`src/rtl/pad_dir_seq_pkg.sv`:
```
// Shared types and constants for the pad direction sequencer.
package pad_dir_seq_pkg;

  typedef enum logic [2:0] {
    ST_IDLE,
    ST_TURN,
    ST_DRV,
    ST_SMP,
    ST_RSP
  } pad_seq_state_t;

  localparam logic [1:0] OP_NOP     = 2'b00;
  localparam logic [1:0] OP_WRITE   = 2'b01;
  localparam logic [1:0] OP_READ    = 2'b10;
  localparam logic [1:0] OP_RELEASE = 2'b11;

  localparam int SYNC_STAGES = 2;

endpackage

```
`src/rtl/pad_sync2.sv`:
```
// Multi-bit flop-chain synchronizer for the asynchronous pad C returns.
module pad_sync2
  import pad_dir_seq_pkg::*;
#(
  parameter int WIDTH = 5
) (
  input  logic             clk,
  input  logic             rst,
  input  logic [WIDTH-1:0] d,
  output logic [WIDTH-1:0] q
);

  logic [WIDTH-1:0] stage_q [SYNC_STAGES];

  always_ff @(posedge clk or posedge rst) begin
    if (rst) begin
      for (int i = 0; i < SYNC_STAGES; i++) stage_q[i] <= '0;
    end else begin
      stage_q[0] <= d;
      for (int i = 1; i < SYNC_STAGES; i++) stage_q[i] <= stage_q[i-1];
    end
  end

  assign q = stage_q[SYNC_STAGES-1];

endmodule

```
`src/rtl/pad_dir_seq.sv`:
```
// Direction sequencer for a PADBID pad group with turnaround insertion.
// Optional loopback compare enabled by PAD_DIR_SEQ_LOOPBACK_CHK_EN.
module pad_dir_seq
  import pad_dir_seq_pkg::*;
#(
  parameter int WIDTH    = 5,
  parameter int TURN_CYC = 2
) (
  input  logic             clk,
  input  logic             rst,
  input  logic             cmd_valid,
  output logic             cmd_ready,
  input  logic [1:0]       cmd_op,
  input  logic [WIDTH-1:0] cmd_data,
  output logic             rd_valid,
  input  logic             rd_ready,
  output logic [WIDTH-1:0] rd_data,
  output logic [WIDTH-1:0] pad_i,
  output logic [WIDTH-1:0] pad_oen,
  input  logic [WIDTH-1:0] pad_c,
  output logic             chk_err
);

  pad_seq_state_t   state_q, state_d;
  logic [3:0]       cnt_q, cnt_d;
  logic             pend_rd_q, pend_rd_d;
  logic [WIDTH-1:0] pad_i_q, pad_i_d;
  logic [WIDTH-1:0] pad_oen_q, pad_oen_d;
  logic             cmd_ready_q, cmd_ready_d;
  logic             rd_valid_q, rd_valid_d;
  logic [WIDTH-1:0] rd_data_q, rd_data_d;
  logic [WIDTH-1:0] c_sync;
  logic             accept;

  pad_sync2 #(.WIDTH(WIDTH)) u_sync (
    .clk (clk),
    .rst (rst),
    .d   (pad_c),
    .q   (c_sync)
  );

  assign accept = cmd_valid & cmd_ready_q;

  always_comb begin
    state_d   = state_q;
    cnt_d     = cnt_q;
    pend_rd_d = pend_rd_q;
    pad_i_d   = pad_i_q;
    pad_oen_d = pad_oen_q;
    rd_valid_d = rd_valid_q;
    rd_data_d = rd_data_q;
    case (state_q)
      ST_IDLE: begin
        if (accept && cmd_op == OP_WRITE) begin
          pad_i_d   = cmd_data;
          pend_rd_d = 1'b0;
          cnt_d     = 4'(TURN_CYC - 1);
          state_d   = ST_TURN;
        end else if (accept && cmd_op == OP_READ) begin
          cnt_d   = 4'(SYNC_STAGES - 1);
          state_d = ST_SMP;
        end
      end
      ST_TURN: begin
        if (cnt_q == 4'd0) begin
          if (pend_rd_q) begin
            cnt_d   = 4'(SYNC_STAGES - 1);
            state_d = ST_SMP;
          end else begin
            pad_oen_d = '0;
            state_d   = ST_DRV;
          end
        end else begin
          cnt_d = cnt_q - 4'd1;
        end
      end
      ST_DRV: begin
        if (accept) begin
          case (cmd_op)
            OP_WRITE: pad_i_d = cmd_data;
            OP_READ: begin
              // Release first; the sample only starts after the turnaround.
              pad_oen_d = '1;
              pend_rd_d = 1'b1;
              cnt_d     = 4'(TURN_CYC - 1);
              state_d   = ST_TURN;
            end
            OP_RELEASE: begin
              pad_oen_d = '1;
              state_d   = ST_IDLE;
            end
            default: ;
          endcase
        end
      end
      ST_SMP: begin
        if (cnt_q == 4'd0) begin
          rd_data_d  = c_sync;
          rd_valid_d = 1'b1;
          state_d    = ST_RSP;
        end else begin
          cnt_d = cnt_q - 4'd1;
        end
      end
      ST_RSP: begin
        if (rd_ready) begin
          rd_valid_d = 1'b0;
          state_d    = ST_IDLE;
        end
      end
      default: begin
        pad_oen_d = '1;
        state_d   = ST_IDLE;
      end
    endcase
    cmd_ready_d = (state_d == ST_IDLE) || (state_d == ST_DRV);
  end

  always_ff @(posedge clk or posedge rst) begin
    if (rst) begin
      state_q     <= ST_IDLE;
      cnt_q       <= '0;
      pend_rd_q   <= 1'b0;
      pad_i_q     <= '0;
      pad_oen_q   <= '1;
      cmd_ready_q <= 1'b1;
      rd_valid_q  <= 1'b0;
      rd_data_q   <= '0;
    end else begin
      state_q     <= state_d;
      cnt_q       <= cnt_d;
      pend_rd_q   <= pend_rd_d;
      pad_i_q     <= pad_i_d;
      pad_oen_q   <= pad_oen_d;
      cmd_ready_q <= cmd_ready_d;
      rd_valid_q  <= rd_valid_d;
      rd_data_q   <= rd_data_d;
    end
  end

`ifdef PAD_DIR_SEQ_LOOPBACK_CHK_EN
  // stab_q counts earlier DRV cycles with an unchanged pad_i; at 2 the
  // synchronizer has seen the driven value and the compare becomes valid.
  logic [1:0] stab_q, stab_d;
  logic       chk_err_q, chk_err_d;

  always_comb begin
    stab_d = 2'd0;
    if (state_q == ST_DRV && pad_i_d == pad_i_q)
      stab_d = (stab_q == 2'd2) ? 2'd2 : stab_q + 2'd1;
    chk_err_d = chk_err_q |
                ((state_q == ST_DRV) && (stab_q == 2'd2) && (c_sync != pad_i_q));
  end

  always_ff @(posedge clk or posedge rst) begin
    if (rst) begin
      stab_q    <= 2'd0;
      chk_err_q <= 1'b0;
    end else begin
      stab_q    <= stab_d;
      chk_err_q <= chk_err_d;
    end
  end

  assign chk_err = chk_err_q;
`else
  assign chk_err = 1'b0;
`endif

  assign cmd_ready = cmd_ready_q;
  assign rd_valid  = rd_valid_q;
  assign rd_data   = rd_data_q;
  assign pad_i     = pad_i_q;
  assign pad_oen   = pad_oen_q;

endmodule

```
`config.mk`:
```
export PLATFORM = sky130hd
export DESIGN_NAME = pad_dir_seq
export DESIGN_NICKNAME = d
export VERILOG_FILES = /design/src/rtl/pad_dir_seq_pkg.sv /design/src/rtl/pad_sync2.sv /design/src/rtl/pad_dir_seq.sv
export SDC_FILE = /design/constraint.sdc
export NUM_CORES = 1
export LEC_CHECK = 0
export ABC_AREA = 1
export CAP_MARGIN = 20
export CORE_ASPECT_RATIO = 1.5
export CORE_MARGIN = 5
export CORE_UTILIZATION = 45
export DETAILED_ROUTE_END_ITERATION = 10
export PLACE_DENSITY_LB_ADDON = 0.08
export SYNTH_ARGS = -nofsm -noshare
export SYNTH_HDL_FRONTEND = slang
export SYNTH_HIERARCHICAL = 1
export SYNTH_SLANG_ARGS = --single-unit
```
`constraint.sdc`:
```
create_clock -name clk -period 2.7 [get_ports clk]
set_input_delay 0.405 -clock clk [delete_from_list [all_inputs] [get_ports clk]]
set_output_delay 0.405 -clock clk [all_outputs]
set_load 0.005 [all_outputs]
```
==> results of run 1 <==
## layout by cell type (no fill, tap or decap), types with 2 or more instances in the layout
cell type         n
clkdlybuf4s50_1  32
nand3_1          15
dfstp_2           2
o21ai_0           3
nand2_1          57
clkbuf_8          5
inv_1            16
nand2_2           4
nand4_1           3
nor2_1           10
dfrtp_1          29
nor2_2            3
ha_1              2
clkinvlp_4        2
## Yosys cell counts
| cell | count |
|---|---|
| dfrtp_1 | 29 |
| inv_1 | 16 |
| buf_4 | 11 |
| a22oi_1 | 1 |
| nor3_2 | 1 |
| xor2_1 | 1 |
| dfstp_2 | 2 |
| inv_2 | 1 |
| or2_1 | 1 |
| nand4_1 | 3 |
| nand3_1 | 15 |
| ha_1 | 2 |
| conb_1 | 1 |
| nor3_1 | 1 |
| nand2_1 | 57 |
| nand2_2 | 4 |
| nand3_4 | 1 |
| o21ai_1 | 1 |
| nor2_8 | 1 |
| nor2_1 | 10 |
| o21ai_0 | 3 |
| nor2_2 | 3 |
## registers in the layout (all words and copies together) (netlist names)
name	flops
cmd_ready	1
cnt_q	4
pad_i	5
pad_oen	1
pend_rd_q	1
rd_data	5
rd_valid	1
state_q	3
u_sync/q	5
u_sync/stage_q	5
## per-stage QoR
| stage | area (um2) | setup slack, ns | cells |
|---|---|---|---|
| final | 1810 | 0.935 | 234 |
| after global routing | 1810 | 0.893 | 234 |
| after CTS | 1810 | 0.908 | 234 |
| after detailed placement | 1730 | 0.749 | 226 |
| after global placement | 1730 | 0.885 | 226 |
| after floorplan | 1440 | 1.40 | 165 |
## kinds of logic (layout without fill, tap and decap cells)
logic type / count (synthesis) / in the layout / synth area share [%]
other: 1 / 1 / 0.261
and+or+nand+nor: 97 / 97 / 31.2
AOI/OAI and AO/OA: 5 / 5 / 1.91
DFF: 31 / 31 / 54.1
buffers and inverters: 28 / 57 / 10.2
adders and majority gates: 2 / 2 / 1.74
xor gates and xnor gates: 1 / 1 / 0.609
## cell type report
type / count / area, um2 / share of cell area, %
Timing Repair Buffer: 32 / 320 / 17.7
Clock inverter: 3 / 20.0 / 1.10
Tap cell: 40 / 50.0 / 2.76
Clock buffer: 5 / 68.8 / 3.79
Inverter: 17 / 63.8 / 3.52
Multi-Input combinational cell: 106 / 513 / 28.3
Sequential cell: 31 / 778 / 42.9
## worst paths after layout
path	from	endpoint	slack, ns
hold reg to reg	u_sync/stage_q[7]	u_sync/q[2]	0.35
setup reg to reg	cmd_ready	pad_i[1]	1.19
max in group asynchronous	rst	rd_data[4]	1.59
setup / recovery	pad_oen[3]	pad_oen[2]	0.94
hold / removal	u_sync/stage_q[7]	u_sync/q[2]	0.35
min in group asynchronous	rst	u_sync/stage_q[6]	0.42
## metal layers
metal / GRT usage, % / wire length, um / share of wire [%] / vias to the layer above
met2: 27.3 / 1610 / 56 / 22
met4: 6.65 / 56 / 2.0 / 0
met5: 0 / 0 / 0 / -
li1: - / - / - / 553
met3: 3.74 / 128 / 4.5 / 7
met1: 13.3 / 1070 / 37 / 529
## power by group
group          internal, mW  switching, mW
combinational         0.387          0.451
sequential            0.625          0.121
clock                 0.179          0.173
total                  1.19          0.745
==> flow_metrics.tcl, run 1 <==
set metrics [dict create \
    status "complete, no violations" \
    die_y_um 79.2 \
    remaining_drc_errors 0 \
    ys_ff_latch 31 \
    hold_buffers 0 \
    postLayoutCoreUtil_pct 58.0 \
    required_ns 2.30 \
    grt_start_max_net_pins 22 \
    h-tree-depth 2 \
    wl_per_cell_um 12.2 \
    path_delay_family "flip-flops" \
    vias 1111 \
    cts_resized 0 \
    synth_nets 183 \
    hold_path.class "reg2reg" \
    core_um2 3130 \
    p_leak_nw 0.910 \
    dp_hpwl_um 2280 \
    worstMarginPinSlew_ns 0.807 \
    ys_top_cells_by_area "dfrtp_1, nand2_1, buf_4" \
    rsz0062_at_grt "no" \
    ir_worst_vdd_mv 0.630 \
    critPathMaxStageDelay_ns 0.57 \
    synth_cells 165 \
    cts_setup_buffers 0 \
    fin_setup_tns_ns 0 \
    grt_pass1_vias 1199 \
    drt_iter0_drc 24 \
    worstHoldPathCells 0 \
    cap_violations 0 \
    rows 25 \
    wl_um 2870 \
    yosysTopAreaCell "dfrtp_1" \
    crit_path_end_kind "output port" \
    crit_arrival_ns 1.36 \
    clk_latency_ns 0.28 \
    ys_types 22 \
    start_kind "flip-flop" \
    finalNetCount 211 \
    numCtsBuffers 5 \
    diodes 0 \
    area_growth_pct 26.2 \
    path_buf_inv 1 \
    clock.fmax_ghz 0.567 \
    clock-sinks 31 \
    cts_root_buffer "clkbuf_8" \
    die_area_um2 4450 \
    initial_utilization_pct 46.0 \
    drv_slew 0 \
    cp_cell_sequence "clkdlybuf4s50_1" \
    critPathKind "reg2out" \
    fin_crit_ns 1.76 \
    antenna_found_initial 0 \
    finalSetupViolations 0 \
    worstRegToRegCells 5 \
    fin_total_pwr_mw 1.94 \
    drive_above_1_share_pct 10.8 \
    final.fill_count 296 \
    drt_first_pass_iters 6 \
    cts_tree "built" \
    ant_nets 0 \
    worst_path_max_delay_cell "dfstp_2" \
    cp_num_cells 1 \
    yosysSeqAreaShare_pct 54.1 \
    yosys_warnings 6 \
    powerDensity_nw_per_um2 1070 \
    port_buffers 32 \
    holdWs_ns 0.347 \
    gp_congestion 0.838 \
    avgSynthCellArea_um2 8.71 \
    syn_area_um2 1440 \
    die_width_um 56.2 \
    overflow 0 \
    track_usage_pct 14.1 \
    ios 34 \
    hold_violations 0 \
    viasPerCell 4.75 \
    yosysTopAreaCellShare_pct 50.5 \
    path_clk_slew_ns 0.07 \
    clockBufferDepth 2 \
    finClkSkew_ns 0.00575 \
    grt_pass1_wl_um 4960 \
    finalCritPeriodShare_pct 65.4 \
    slew-limit-headroom_pct 46.1 \
    critPathMaxFanout 6 \
]
Power figures use the tool's default switching activity.
==> run 2, diff against run 1 <==
Clock period 2.7 ns to 1.7 ns, I/O delays scaled along.
==> flow_metrics.tcl, run 2 (synthesis gave the netlist of run 1 again) <==
set metrics [dict create \
    layout_setup_ws_ns 0.0779 \
    powerDensity_nw_per_um2 1760 \
    drt_first_pass_iters 6 \
    core_um2 3130 \
    required_ns 1.44 \
    die_width_um 56.2 \
    grt.busiest_layer "met2" \
    status "complete, no violations" \
    port_buffers 32 \
    critPathMaxStageDelay_ns 0.57 \
    cts_resized 0 \
    place_area_um2 1760 \
    antenna_found_initial 0 \
    finClkSkew_ns 0.00596 \
    track_usage_pct 14.0 \
    clock.fmax_ghz 0.616 \
    post-place-ws_ns 0.107 \
    die_area_um2 4450 \
    finalCritPeriodShare_pct 95.4 \
    finalNetCount 215 \
    crit_path_end_kind "output port" \
    fin_total_pwr_mw 3.29 \
    cts_root_buffer "clkbuf_8" \
    grt_pass1_wl_um 4800 \
    rows 25 \
    ir_worst_vdd_mv 1.06 \
    p_leak_nw 0.951 \
    rsz0062_at_grt "no" \
    ios 34 \
    ant_nets 0 \
    numCtsBuffers 5 \
    area_growth_pct 30.3 \
    finalSetupViolations 0 \
    path_buf_inv 1 \
    clock-sinks 31 \
    worst_path_max_delay_cell "dfstp_2" \
    cap_violations 0 \
    fin_area_um2 1870 \
    remaining_drc_errors 0 \
    critPathKind "reg2out" \
    grt_pass1_vias 1131 \
    initial_utilization_pct 46.0 \
    wl_um 2810 \
    use_met1_pct 13.7 \
    hold_violations 0 \
    viasPerCell 4.82 \
    grt_start_max_net_pins 22 \
    die_y_um 79.2 \
    drv_slew 0 \
    hold_path.class "in2async" \
    mostFrequentLayoutCell "nand2_1" \
    hold_buffers 0 \
    drt_iter0_drc 24 \
    cts_setup_buffers 0 \
    fin_crit_ns 1.62 \
    vias 1148 \
    cp_cell_sequence "clkdlybuf4s50_1" \
    path_delay_family "flip-flops" \
    critPathMaxFanout 6 \
    diodes 0 \
    drive_above_1_share_pct 12.6 \
    mostFrequentLayoutCells "nand2_1, clkdlybuf4s50_1, dfrtp_1, inv_1, nand3_1" \
    met2_usage_pct 25.6 \
    clockBufferDepth 2 \
    clk_latency_ns 0.28 \
    overflow 0 \
    gr-usage-met3_pct 5.04 \
    crit_arrival_ns 1.37 \
    h-tree-depth 2 \
    wl_per_cell_um 11.8 \
    gp_congestion 0.839 \
    start_kind "flip-flop" \
    path_clk_slew_ns 0.07 \
    dp_hpwl_um 2200 \
    cts_tree "built" \
    fin_setup_tns_ns 0 \
    postLayoutCoreUtil_pct 59.9 \
]
-- run 2: cell types whose count changed in the layout (fill, tap and decap cells not counted), sizes merged --
| cell | previous run | this run |
|---|---|---|
| bufinv | 0 | 1 |
| buf | 0 | 4 |
| clkinvlp | 2 | 0 |
| clkbuf | 5 | 6 |
-- run 2: path summary, 6_finish.rpt --
| check | depth (start not counted) | end | slack, ns | from |
|---|---|---|---|---|
| setup / recovery | 1 | pad_oen[3] | 0.08 | pad_oen[3] |
| hold / removal | 2 | u_sync/q[4] | 0.26 | rst |
| setup reg to reg | 9 | cnt_q[2] | 0.19 | cnt_q[0] |
| hold reg to reg | 0 | u_sync/q[4] | 0.34 | u_sync/stage_q[9] |
| max in group asynchronous | 3 | cmd_ready | 1.10 | rst |
| min in group clk | 0 | u_sync/q[4] | 0.34 | u_sync/stage_q[9] |
-- run 2: final cells by class --
cell class | count | area, um2
Fill cell | 286 | 1250
Multi-Input combinational cell | 106 | 513
Clock buffer | 6 | 82.6
Sequential cell | 31 | 778
Timing Repair Buffer | 36 | 350
Clock inverter | 2 | 35.0
Tap cell | 40 | 50.0
Inverter | 17 | 63.8
-- run 2: routing by layer --
layer	vias up	part of all wire (%)
li1	563	-
met2	30	55
met1	549	38
met3	6	5.3
met4	0	1.9
met5	-	0
-- run 2: report_power, final --
part / leakage [nW] / switching [mW] / internal (mW)
clock: 0.0612 / 0.258 / 0.473
sequential: 0.379 / 0.186 / 0.992
combinational: 0.511 / 0.732 / 0.650
-- run 2: through the flow --
step | hold WS (ns) | instances
6_report | 0.259 | 238
3_5_place_dp | 0.339 | 230
5_1_grt | 0.283 | 238
2_1_floorplan | 0.0952 | 165
3_3_place_gp | 0.333 | 230
4_1_cts | 0.267 | 238
==> run 3, diff against run 2 <==
Settings changed: ABC_AREA 1 to not set.
==> flow_metrics.tcl, run 3 <==
set metrics [dict create \
    status "complete, no violations" \
    rrSetupSlack_ns 0.10 \
    viasPerCell 4.93 \
    cts_tree "built" \
    ys_types 37 \
    mostFrequentLayoutCells "clkdlybuf4s50_1, dfrtp_1, clkbuf_8" \
    vias 888 \
    finClkSkew_ns 0.00411 \
    overflow 0 \
    antenna_found_initial 0 \
    finalNetCount 158 \
    ys.flop_type "dfrtp_1" \
    ios 34 \
    cp_cell_sequence "clkdlybuf4s50_1" \
    netlist_top_cells_count "dfrtp_1, buf_4, inv_1, nand2_1" \
    fin_crit_ns 1.62 \
    clk_latency_ns 0.28 \
    cts_setup_buffers 0 \
    area_growth_pct 31.0 \
    stdcell_count 180 \
    numCtsBuffers 5 \
    syn_area_um2 1370 \
    cts_root_buffer "clkbuf_8" \
    critPathMaxFanout 6 \
    hold_buffers 0 \
    wl_um 2510 \
    ir_worst_vdd_mv 0.903 \
    synth-edff-count 0 \
    finalCritPeriodShare_pct 95.2 \
    path_buf_inv 1 \
    ys_ff_latch 31 \
    p_leak_nw 0.788 \
    synth_cells 107 \
    remaining_drc_errors 0 \
    die_area_um2 4260 \
    hold_path.class "in2async" \
    yosysSeqAreaShare_pct 57.0 \
    dp_hpwl_um 1950 \
    track_usage_pct 13.9 \
    diodes 0 \
    grt_pass1_wl_um 4280 \
    grt_pass1_vias 991 \
    ant_nets 0 \
    die_y_um 77.5 \
    yosys_warnings 6 \
    holdWs_ns 0.264 \
    critPathKind "reg2out" \
    synth.most_common_cell "dfrtp_1" \
    path_delay_family "flip-flops" \
    async_flop_share_pct 100 \
    yosysTopAreaCellShare_pct 53.1 \
    powerDensity_nw_per_um2 1660 \
    avgSynthCellArea_um2 12.8 \
    gp_congestion 0.753 \
    drive_above_1_share_pct 24.8 \
    yosysTopAreaCell "dfrtp_1" \
    fin_setup_tns_ns 0 \
    clock.fmax_ghz 0.618 \
    grt_start_max_net_pins 22 \
    crit_arrival_ns 1.36 \
    clockBufferDepth 2 \
    dp_cells 172 \
    finalSetupViolations 0 \
    mostFrequentLayoutCell "clkdlybuf4s50_1" \
    rsz0062_at_grt "no" \
    drv_slew 0 \
    start_kind "flip-flop" \
    synth_nets 125 \
    wl_per_cell_um 13.9 \
    initial_utilization_pct 46.9 \
    clock-sinks 31 \
    port_buffers 32 \
    hold_violations 0 \
    ys_top_cells_by_area "dfrtp_1, buf_4, mux2_4" \
    cts_resized 0 \
    critPathMaxStageDelay_ns 0.57 \
    die_width_um 55.0 \
    rows 24 \
    drt_first_pass_iters 2 \
    crit_path_end_kind "output port" \
    h-tree-depth 2 \
    drt_iter0_drc 5 \
    cap_violations 0 \
    path_clk_slew_ns 0.06 \
    required_ns 1.44 \
    core_um2 2910 \
    worst_path_max_delay_cell "dfstp_2" \
]
-- run 3: cell count changes after synthesis, moves of 3 or more --
cell / delta
a21oi_1: +3
a31oi_1: +3
inv_1: -10
mux2_2: +5
mux2_4: +5
nand2_1: -51
nand2_2: -4
nand3_1: -12
nand4_1: -3
nor2_1: -5
nor2_2: -3
-- run 3: path summary, 6_finish.rpt --
check                                        from                 to  cells after the start
worst max register to register           cnt_q[0]         rd_data[0]                      5
max in group asynchronous                     rst         pad_oen[3]                      3
worst max-delay path                   pad_oen[3]         pad_oen[2]                      1
min in group clk                u_sync/stage_q[5]        u_sync/q[0]                      0
worst min register to register  u_sync/stage_q[5]        u_sync/q[0]                      0
worst min-delay path                          rst  u_sync/stage_q[8]                      2
-- run 3: metal layers --
metal  share of wire (%)  vias to the layer above  track usage, %  wire (um)
met5                   0                        -               0          0
met4                 2.2                        0            7.06         54
met3                 4.1                        7            5.36        103
met2                  54                       20            22.0       1360
met1                  40                      436            15.8        994
li1                    -                      425               -          -
-- run 3: cell families after synthesis --
logic type | synth area share (%)
flops | 57.0
simple gates | 13.8
buf+inv | 8.24
compound gates | 8.52
mux | 10.3
fa+ha+maj | 1.83
other cells | 0.274
-- run 3: through the flow --
| step | cell area (um2) | worst slack (ns) | utilization, % | total power [mW] |
|---|---|---|---|---|
| floorplan | 1370 | 0.0435 | - | 1.82 |
| detailed placement | 1690 | 0.0475 | 58.0 | 2.38 |
| CTS | 1790 | 0.0592 | 61.5 | 3.02 |
| finish | 1790 | 0.0811 | 61.5 | 2.97 |
| global route | 1790 | 0.0184 | 61.5 | 3.17 |
| global placement | 1690 | 0.0921 | 58.0 | 2.34 |
-- run 3: cell type report --
class | count | area, um2
Fill cell | 247 | 1120
Timing Repair Buffer | 38 | 365
Tap cell | 39 | 48.8
Multi-Input combinational cell | 58 | 475
Sequential cell | 31 | 778
Inverter | 6 | 22.5
Clock buffer | 8 | 100
-- run 3: where the power goes --
part | total, mW | internal, mW | leakage (nW) | switching [mW]
Combinational | 1.16 | 0.728 | 0.363 | 0.435
Sequential | 1.19 | 0.988 | 0.374 | 0.199
Clock | 0.619 | 0.369 | 0.0515 | 0.250
Total | 2.97 | 2.08 | 0.788 | 0.885
-- run 3: worst register-to-register path, cell delays in order (launching register included) --
cell and delay, ns:
dfrtp_1 0.37, inv_1 0.07, ha_1 0.15, nor3b_2 0.17, and3_1 0.38, mux2_4 0.33
